$ cat config.mk
export PLATFORM = sky130hd
export DESIGN_NAME = pixel_readout_buffer
export DESIGN_NICKNAME = d
export VERILOG_FILES = /design/src/rtl/dps_pkg.sv /design/src/rtl/readout_fifo.sv /design/src/rtl/pixel_readout_buffer.sv
export SDC_FILE = /design/constraint.sdc
export NUM_CORES = 1
export LEC_CHECK = 0
export BUFFER_PORTS_ARGS = -buffer_cell sky130_fd_sc_hd__clkbuf_2
export CORE_MARGIN = 3
export CORE_UTILIZATION = 59
export CTS_CLUSTER_SIZE = 25
export DETAILED_ROUTE_END_ITERATION = 8
export PLACE_DENSITY = 0.79
export SYNTH_ARGS = -nofsm -noshare
export SYNTH_HDL_FRONTEND = slang
export SYNTH_SLANG_ARGS = --single-unit
$ cat constraint.sdc
create_clock -name clk -period 2.53 [get_ports clk]
set_input_delay 0.1265 -clock clk [delete_from_list [all_inputs] [get_ports clk]]
set_output_delay 0.1265 -clock clk [all_outputs]
set_load 0.01 [all_outputs]
$ cat src/rtl/dps_pkg.sv
// dps_pkg: shared widths, buffer entry layout and unpacker states for the pixel readout path.
package dps_pkg;
  localparam int WORD_W = 32;
  localparam int PIX_W = 8;
  localparam int LANES = 4;
  typedef struct packed {
    logic [WORD_W-1:0] word;
    logic              sof;
    logic              eof;
  } rob_entry_t;
  typedef enum logic {IDLE, EMIT} rob_state_t;
endpackage

$ cat src/rtl/readout_fifo.sv
// readout_fifo: synchronous FIFO of tagged sensor words with wrap-bit pointers.
module readout_fifo
  import dps_pkg::*;
#(
  parameter int DEPTH = 4
) (
  input  logic       clk,
  input  logic       reset,
  input  logic       push,
  input  logic       pop,
  input  rob_entry_t din,
  output rob_entry_t dout,
  output logic       full,
  output logic       empty
);
  localparam int AW = $clog2(DEPTH);
  rob_entry_t mem [DEPTH];
  logic [AW:0] wptr, rptr;
  logic do_push, do_pop;
  assign do_pop = pop && !empty;
  // a pop in the same cycle frees the slot, so a full FIFO still accepts the word
  assign do_push = push && (!full || do_pop);
  assign full = (wptr[AW] != rptr[AW]) && (wptr[AW-1:0] == rptr[AW-1:0]);
  assign empty = wptr == rptr;
  assign dout = mem[rptr[AW-1:0]];
  always_ff @(posedge clk or negedge reset)
    if (!reset) begin
      wptr <= '0;
      rptr <= '0;
    end else begin
      if (do_push) wptr <= wptr + 1'b1;
      if (do_pop) rptr <= rptr + 1'b1;
    end
  always_ff @(posedge clk)
    if (do_push) mem[wptr[AW-1:0]] <= din;
endmodule

$ cat src/rtl/pixel_readout_buffer.sv
// pixel_readout_buffer: buffers sensor bus words and unpacks them into a framed pixel stream.
module pixel_readout_buffer
  import dps_pkg::*;
#(
  parameter int WORD_W      = 32,
  parameter int PIX_W       = 8,
  parameter int FIFO_DEPTH  = 4,
  parameter int FRAME_WORDS = 1
) (
  input  logic              clk,
  input  logic              reset,
  input  logic [WORD_W-1:0] bus_data,
  input  logic              bus_valid,
  input  logic              frame_start,
  output logic [PIX_W-1:0]  pix_data,
  output logic              pix_valid,
  input  logic              pix_ready,
  output logic              pix_sof,
  output logic              pix_eof,
  output logic              overflow,
  output logic [15:0]       frame_count
);
  localparam int CW = FRAME_WORDS > 1 ? $clog2(FRAME_WORDS) : 1;
  localparam logic [CW-1:0] LAST_W = CW'(FRAME_WORDS - 1);
  localparam int LW = $clog2(LANES);
  localparam logic [LW-1:0] LAST_L = LW'(LANES - 1);
  rob_state_t state, state_n;
  rob_entry_t sr, fifo_in, fifo_out;
  logic [CW-1:0] wcnt, wcur;
  logic [LW-1:0] lane;
  logic full, empty, pop, hs, last;
  assign wcur = frame_start ? '0 : wcnt;
  assign fifo_in = {bus_data, wcur == '0, wcur == LAST_W};
  assign hs = pix_valid && pix_ready;
  assign last = hs && lane == LAST_L;
  assign pix_valid = state == EMIT;
  assign pix_data = pix_valid ? sr.word[lane*PIX_W +: PIX_W] : '0;
  assign pix_sof = pix_valid && sr.sof && lane == '0;
  assign pix_eof = pix_valid && sr.eof && lane == LAST_L;
  readout_fifo #(.DEPTH(FIFO_DEPTH)) u_fifo (
    .clk   (clk),
    .reset (reset),
    .push  (bus_valid),
    .pop   (pop),
    .din   (fifo_in),
    .dout  (fifo_out),
    .full  (full),
    .empty (empty)
  );
  // refill straight from the FIFO on the last lane so words stream without a bubble
  always_comb begin
    pop = !empty && (state == IDLE || last);
    state_n = pop ? EMIT : last ? IDLE : state;
  end
  always_ff @(posedge clk or negedge reset)
    if (!reset) begin
      state <= IDLE;
      sr <= '0;
      lane <= '0;
      wcnt <= '0;
      overflow <= 1'b0;
      frame_count <= '0;
    end else begin
      state <= state_n;
      if (pop) begin
        sr <= fifo_out;
        lane <= '0;
      end else if (hs) lane <= lane + 1'b1;
      if (bus_valid || frame_start) wcnt <= !bus_valid ? '0 : wcur == LAST_W ? '0 : wcur + 1'b1;
      if (bus_valid && full && !pop) overflow <= 1'b1;
      if (hs && pix_eof) frame_count <= frame_count + 1'b1;
    end
endmodule
Yosys cells after proc, flatten, opt, wreduce, memory -nomap -nowiden
Memories as Yosys holds them, arrays and structs flattened. A register that Yosys moved wholly into a read port is not among the register bits.
Cells that the tools add are included.

operators by class
  add/sub/neg operators = 5
  equality and inequality tests = 4
  shift-type cells = 1
  multiplexer cells = 10
  bitwise operators = 2
  reduce and logical (&&, ||, !) cells = 23

operators with widths
  kind                   number
  $shiftx 32x6->8        1
  $add 16x1->16 const B  1
  $logic_and 1x1->1      13
  $mux 8                 1
  $mux 1                 7
  $add 3x1->3 const B    2
  $logic_not 1->1        4
  $mux 2                 2
  $reduce_bool 2->1      2
  $eq 3x3->1             1
  $logic_or 1x1->1       3
  $add 2x1->2 const B    1
  $eq 2x2->1             1
  $eq 2x2->1 const B     1
  $logic_not 2->1        1
  $not 1->1              2
  $add 1x1->1 const B    1
  $ne 1x1->1             1

word-level totals
  bits in registers = 27
  bits in writable memories = 136
  bits of input ports = 37
  output and inout port bits = 28
  logic and storage cells = 53
  memories = 1

memory list
  name        depth  bits a word  read ports  clocked after Yosys merged registers in  wr ports  RTL line            source
  u_fifo.mem  4      34           1           1                                        1         readout_fifo.sv:17  rob_entry_t mem [DEPTH];

Logic depth before layout (Yosys ltp)
Gate-level depths: netlist (run 1).

  depth in word-level cells = 9
  depth in mapped cells = 7
  mapped depth without buffers = 5

By module
Synthesis (run 1) repeated with hierarchy kept, for this count alone.

unflattened totals
  cells, all modules = 401
  area, all modules = 7,795.0 um^2

by module, submodules not included
  module                times used  cells an instance  area an instance (um^2)  seq. area each (um^2)
  readout_fifo          1           224                5,353.9                  4,234.1
  pixel_readout_buffer  1           177                2,441.1                  1,351.3

Worst setup path after synthesis (run 1)
OpenSTA, ideal clock, no wires.

  path type = flip-flop to flip-flop
  start = reg u_fifo.rptr[0]
  end = mem u_fifo.mem[3][10] (netlist bit) (enable)
  data arrival time = 1.842 ns
  setup slack = 0.295 ns
  stages on the path, launching flop included = 5
  cell sequence = dfrtp_1 buf_6 xnor2_4 a41oi_2 and2_1

on the way
  cells in the longest elaborated chain, start to end = 8
  elaborated cells on any way between the ends = 11
  classes of those cells = eq/ne (2); mux (2); reduce/logical (7)

ends and longest elaborated chain
  what                            RTL line                                        source
  start, declared                 readout_fifo.sv:18                              logic [AW:0] wptr, rptr;
  start signal, assigned          readout_fifo.sv:32                              if (do_pop) rptr <= rptr + 1'b1;
  $eq 3x3->1                      readout_fifo.sv:24                              assign empty = wptr == rptr;
  $logic_not 1->1                 readout_fifo.sv:20, pixel_readout_buffer.sv:52
  $logic_and 1x1->1               pixel_readout_buffer.sv:52                      pop = !empty && (state == IDLE || last);
  $logic_and 1x1->1               readout_fifo.sv:20                              assign do_pop = pop && !empty;
  $logic_or 1x1->1 *              readout_fifo.sv:22                              assign do_push = push && (!full || do_pop);
  $logic_and 1x1->1 *             readout_fifo.sv:22
  $mux 1 *                        readout_fifo.sv:35                              if (do_push) mem[wptr[AW-1:0]] <= din;
  $mux 1 (not written as such) *  readout_fifo.sv:35
  end, declared                   readout_fifo.sv:17

Mark *: on every way between the ends. The rest lies on a longest branch, timed or not.

Worst setup path after layout (run 1)
  start = reg u_fifo.rptr[0]
  end = mem u_fifo.mem[1][5] (netlist bit) (enable)

The elaborated chain is that of the path after synthesis.

==> reports/metrics.yaml, run 1 <==
cp-startpoint: "u_fifo.rptr[0]"
yosysTopAreaCellShare: 0.504
yosys.area_share.simple: 0.0369
drc: 0
max_slew_margin: 0.709
dpl.cell_count: 602
clock_sinks: 187
synth_fa_ha_area_frac: 0.0131
worst_pin_slew_ns: 0.436
timing.final.hold_violations: 0
synth_area_um2: 7630
dp_hpwl_um: 8380
grt_first_pass_wirelength_um: 21800
crit_family: "flip-flops"
dr.pass1.iters: 4
startpoint_type: "register"
clockRootBuffer: "clkbuf_16"
drtIter0Drc: 216
critPathKind: "reg -> reg"
cpMaxStageDelayCell: "dfrtp_2"
rows: 40
clkTransAtPathRegs_ns: 0.07
fin_cells: 668
fill_cells: 743
status: "completed"
antennaDiodeCount: 0
drtAntennaViolNets: 0
yosysWarnings: 0
maxClockFrequency_mhz: 484
syn_area_per_cell_um2: 20.7
synthMuxAreaShare: 0.191
clock_latency_ns: 0.43
grt_pass1_vias: 3875
rsz0062_at_grt: "false"
core_area_um2: 12300
ys_seq_elements: 187
synthTopCellsByCount: "edfxtp_1 (128), dfrtp_1 (59), mux4_1 (31), mux2_2 (19), mux2_4 (15)"
whs_ns: 0.0624
hold_path_class: "in -> reg"
finalSetupTns_ns: 0
drive_gt1_frac: 0.322
syn_inst: 369
async_flop_share: 0.316
powerDensity_nw_per_um2: 1140
synth_area_leader_cell: "edfxtp_1"
ys_types: 33
synth_edf_count: 128
via_per_inst: 5.59
fin_crit_sh: 0.817
htree_levels: 4
synthFlopType: "edfxtp_1"
cp_cell_sequence: "xnor2_4 > a41oi_2 > and2_1 > buf_4"
grt_max_degree: 35
ys_seq_area_frac: 0.697
setup_violations: 0
synthXorXnorAreaFrac: 0.0325
worstPathRequired_ns: 2.61
skew_ns: 0.00638
synth_compound_area_frac: 0.00869
cts_buffer_depth: 2
crit_path_max_incr_delay_ns: 0.55
antenna_found_initial: 0
grt_usage: 0.206
fin_crit_ns: 2.07
grt_remaining_overflow: 0
min_from: "pix_ready"
cts_setup_buffers: 0
total_power_uw: 10400
io_buffers: 63
die_x_um: 120
cts_tree: "built"
cts-buffers-inserted: 17
initial_core_util: 0.620
routed_wirelength_um: 13600
critPathCaptureType: "register"
synthTopCellsByArea: "edfxtp_1 (50%), dfrtp_1 (19%), mux4_1 (11%)"
rr_startpoint: "u_fifo.rptr[0]"
chipHeight_um: 120
area_delta_synth_final_pct: 19.3
dieArea_um2: 14300
maxSlewViolCount: 0
synth.most_common_cell: "edfxtp_1"
syn-num-nets: 414
arrival_ns: 2.15
p_leak_uw: 0.00359
nets: 532
max-cap-violations: 0
critPathBufInv: 1
post_drt_wl_per_cell_um: 20.3
vdd_drop_max_uv: 585
finalWeightedCongestion: 0.742
ios: 65
crit_fanout: 24
synth_top_family_by_area: "multiplexers"
via_count: 3736
worst register-to-register path, cell delays in order, from the launching register on:
cell and delay, ns:
dfrtp_2 0.55, xnor2_4 0.23, a41oi_2 0.35, and2_1 0.22
buf_4 0.36
layout by cell type, fill, tap and decap left out, types with 2 or more instances in the layout:
master         netlist  final
xor2_1              10     10
mux4_2               9      9
nand3_1              4      4
and2_1              13     13
nand4_1              7      7
clkinvlp_4           0      2
xnor2_1             12     12
nand2_1              8      8
nor2_1               6      6
edfxtp_1           128    128
dlygate4sd3_1        0     34
ha_1                 8      8
clkinv_2             0      2
inv_1                6      6
clkinv_4             0      3
clkbuf_8             0      2
clkbuf_2             0     63
mux2_4              15     15
and4_1               2      2
clkbuf_16            0     17
buf_4                1     16
mux4_1              31     31
and3_1               5      5
mux2_2              19     19
xnor2_4              2      2
clkbuf_1             5      2
dfrtp_1             59     58
bufinv_16            0      3
per-stage QoR:
stage / cell area, µm² / setup WS, ns / util
floorplan: 7630 / 0.295 / -
global placement: 8160 / 0.495 / 0.663
detailed placement: 8160 / 0.484 / 0.663
CTS: 9110 / 0.455 / 0.740
global route: 9110 / 0.341 / 0.740
finish: 9110 / 0.462 / 0.740
routing by layer:
metal	track usage	up-vias	wire [µm]
li1	-	1712	-
met1	0.265	1895	5340
met2	0.349	114	7320
met3	0.0452	15	670
met4	0.0737	0	235
met5	0	-	0
logic make-up after synthesis:
logic type,after synthesis
and+or+nand+nor,49
AOI/OAI and AO/OA,6
adders and majority gates,8
muxes,74
buffers and inverters,21
DFF,187
xor gates and xnor gates,24
path summary, 6_finish.rpt:
check	end	slack [ns]	depth (start not counted)
worst max-delay path	u_fifo.mem[1][5]	0.46	4
worst min-delay path	lane[1]	0.06	3
worst max register to register	u_fifo.mem[1][5]	0.46	4
worst min register to register	frame_count[15]	0.48	1
max in group asynchronous	u_fifo.rptr[0]	1.94	3
min in group asynchronous	frame_count[6]	0.25	3
where the power goes:
part | switching (µW) | internal, µW
Combinational | 1440 | 1680
Clock | 1070 | 1600
Sequential | 437 | 4160
sequential cells by signal, summed over array words and instances (netlist names):
name / flops
frame_count: 16
sr: 33
lane: 2
u_fifo.wptr: 3
pix_valid: 1
u_fifo.rptr: 3
u_fifo.mem: 128
overflow: 1
timing repair:
item / in CTS / in global routing
endpoints found under the setup margin: 0 / 0
hold buffers: 34 / 0
resized for setup: 0 / 0
hold endpoints to repair: 188 / 0
cell type report:
cell class              instances  area, µm²  area share
clock inverters                11        145      0.0159
well taps                     168        210      0.0231
flip-flops and latches        187       5320       0.584
clock buffers                  21        460      0.0506
multi-input cells             161       2150       0.236
repair buffers                114        796      0.0874
inverters                       6       22.5     0.00247
Note: power is estimated with default switching activity, not from simulation.
==> run 2, diff against run 1 <==
==> constraint.sdc (replaced) <==
create_clock -name clk -period 2 [get_ports clk]
set_input_delay 0.1 -clock clk [delete_from_list [all_inputs] [get_ports clk]]
set_output_delay 0.1 -clock clk [all_outputs]
set_load 0.01 [all_outputs]
==> run 2 against run 1 <==
  * Clock power grew 21%
  * Largest cell class unchanged
  * Highest routed layer unchanged
  * Critical path depth is 1 higher
  * Largest power group unchanged
  * Power grew 27%
  * Sequential power grew 27%
==> reports/metrics.yaml, run 2 (same netlist as run 1, synthesis figures left out) <==
finalWeightedCongestion: 0.713  # -4.0%
critPathKind: "reg -> reg"
p_clk_frac: 0.244  # -0.013
grt_max_degree: 38  # +8.6%
maxSlewViolCount: 0  # unchanged
ios: 65  # unchanged
critPathCaptureType: "register"
whs_ns: 0.203  # +0.141 ns
htree_levels: 4  # unchanged
routed_wirelength_um: 14600  # +7.3%
setup_violations: 0  # unchanged
final_common_cell: "edfxtp_1"
clockRootBuffer: "clkbuf_16"
timing.final.hold_violations: 0  # unchanged
drtIter0Drc: 199  # -7.9%
multi_input_area_um2: 2170  # +0.76%
skew_ns: 0.00786  # +0.00148 ns
clock_latency_ns: 0.42  # about the same
rows: 40  # unchanged
vdd_drop_max_uv: 728  # +24%
clkTransAtPathRegs_ns: 0.07  # about the same
maxClockFrequency_mhz: 514  # +6.3%
grt_first_pass_wirelength_um: 22700  # +4.1%
grt_usage: 0.216  # +0.0105
hold_path_class: "in -> async"
grt_pass1_vias: 4095  # +5.7%
cts_setup_buffers: 0  # unchanged
combPwrFrac: 0.316  # +0.016
clock_sinks: 187  # unchanged
post_drt_wl_per_cell_um: 21.8  # +7.5%
via_count: 3863  # +3.4%
register_area_um2: 5320  # unchanged
startpoint_type: "register"
cts_tree: "built"
swShare: 0.295  # +0.0113
intPower_uw: 9330  # +25%
final_area_um2: 9140  # +0.32%
arrival_ns: 2.05  # -0.10 ns
die_x_um: 120  # unchanged
drive_gt1_frac: 0.327  # +0.00465
dieArea_um2: 14300  # unchanged
nets: 532  # unchanged
drc: 0  # unchanged
area_delta_synth_final_pct: 19.7
max-cap-violations: 0  # unchanged
fill_cells: 719  # -3.2%
dr.pass1.iters: 5  # +1
fin_crit_ns: 1.95  # -0.122 ns
cts_buffer_depth: 2  # unchanged
drtAntennaViolNets: 0  # unchanged
layout_common_cells: "edfxtp_1 (128), clkbuf_2 (63), dfrtp_1 (58)"
worstPathRequired_ns: 2.10  # -0.51 ns
total_power_uw: 13200  # +27%
largest_reg_flops: 128  # unchanged
finalSetupTns_ns: 0  # unchanged
max_slew_margin: 0.603  # -0.106
core_area_um2: 12300  # unchanged
crit_fanout: 18  # -25%
pwr-share-seq: 0.440  # -0.002
reg2reg_slack_ns: 0.05  # -0.41 ns
cts-buffers-inserted: 17  # unchanged
antenna_found_initial: 0  # unchanged
p_sw_uw: 3900  # +32%
status: "completed"
powerDensity_nw_per_um2: 1450  # +27%
io_buffers: 63  # unchanged
antennaDiodeCount: 0  # unchanged
rsz0062_at_grt: "false"
p_leak_uw: 0.00359  # about the same
chipHeight_um: 120  # unchanged
via_per_inst: 5.79  # +3.6%
grt_remaining_overflow: 0  # unchanged
fin_crit_sh: 0.973  # +0.156
dp_hpwl_um: 8290  # -1.1%
initial_core_util: 0.620  # unchanged
worst_pin_slew_ns: 0.595  # +0.159 ns
dpl_cell_area_um2: 8200  # +0.43%
==> run 2: through the flow <==
| step | utilization | worst slack, ns | instances |
|---|---|---|---|
| finish | 0.742 | 0.0538 | 667 |
| global route | 0.742 | 0.00809 | 667 |
| CTS | 0.740 | 0.0336 | 667 |
| detailed placement | 0.666 | 0.105 | 601 |
| global placement | 0.666 | 0.138 | 601 |
| floorplan | - | 0.106 | 369 |
==> run 2: layout make-up <==
type                    count  area share
multi-input cells         161       0.237
well taps                 168      0.0230
clock buffers              19      0.0485
inverters                   6     0.00247
flip-flops and latches    187       0.582
clock inverters            12      0.0134
repair buffers            114      0.0929
==> run 2: power groups by stage <==
stage               clock network, µW  registers (µW)  logic (µW)
finish                           3230            5830        4170
CTS                              3270            5800        4170
floorplan                           0            5640        3050
detailed placement                  0            5850        4070
global route                     3450            5900        4480
global placement                    0            5780        3950
==> run 2: path summary, 6_finish.rpt <==
path / startpoint / cells after the start / endpoint
setup / recovery: lane[0] / 5 / u_fifo.mem[3][3]
hold / removal: reset / 2 / frame_count[10]
setup reg to reg: lane[0] / 5 / u_fifo.mem[3][3]
hold reg to reg: frame_count[15] / 1 / frame_count[15]
max in group asynchronous: reset / 3 / u_fifo.rptr[0]
min in group clk: bus_data[13] / 2 / u_fifo.mem[2][15]
==> run 2: worst max-delay path: stages (launching register included) <==
cell,delay (ns)
dfrtp_1,0.41
ha_1,0.25
a21boi_2,0.11
a41oi_4,0.33
and2_2,0.22
buf_4,0.28
==> run 2: per-layer routing <==
layer / vias up / GRT usage / wire length [µm]
met5: - / 0 / 0
met3: 21 / 0.0410 / 599
li1: 1708 / - / -
met1: 2013 / 0.267 / 5800
met4: 0 / 0.0931 / 297
met2: 121 / 0.376 / 7860
==> run 2: timing repair <==
| item | CTS | global route |
|---|---|---|
| hold buffers | 35 | 0 |
| hold endpoints to repair | 152 | 0 |
| gates resized for setup | 1 | 3 |
| endpoints found under the setup margin | 2 | 2 |
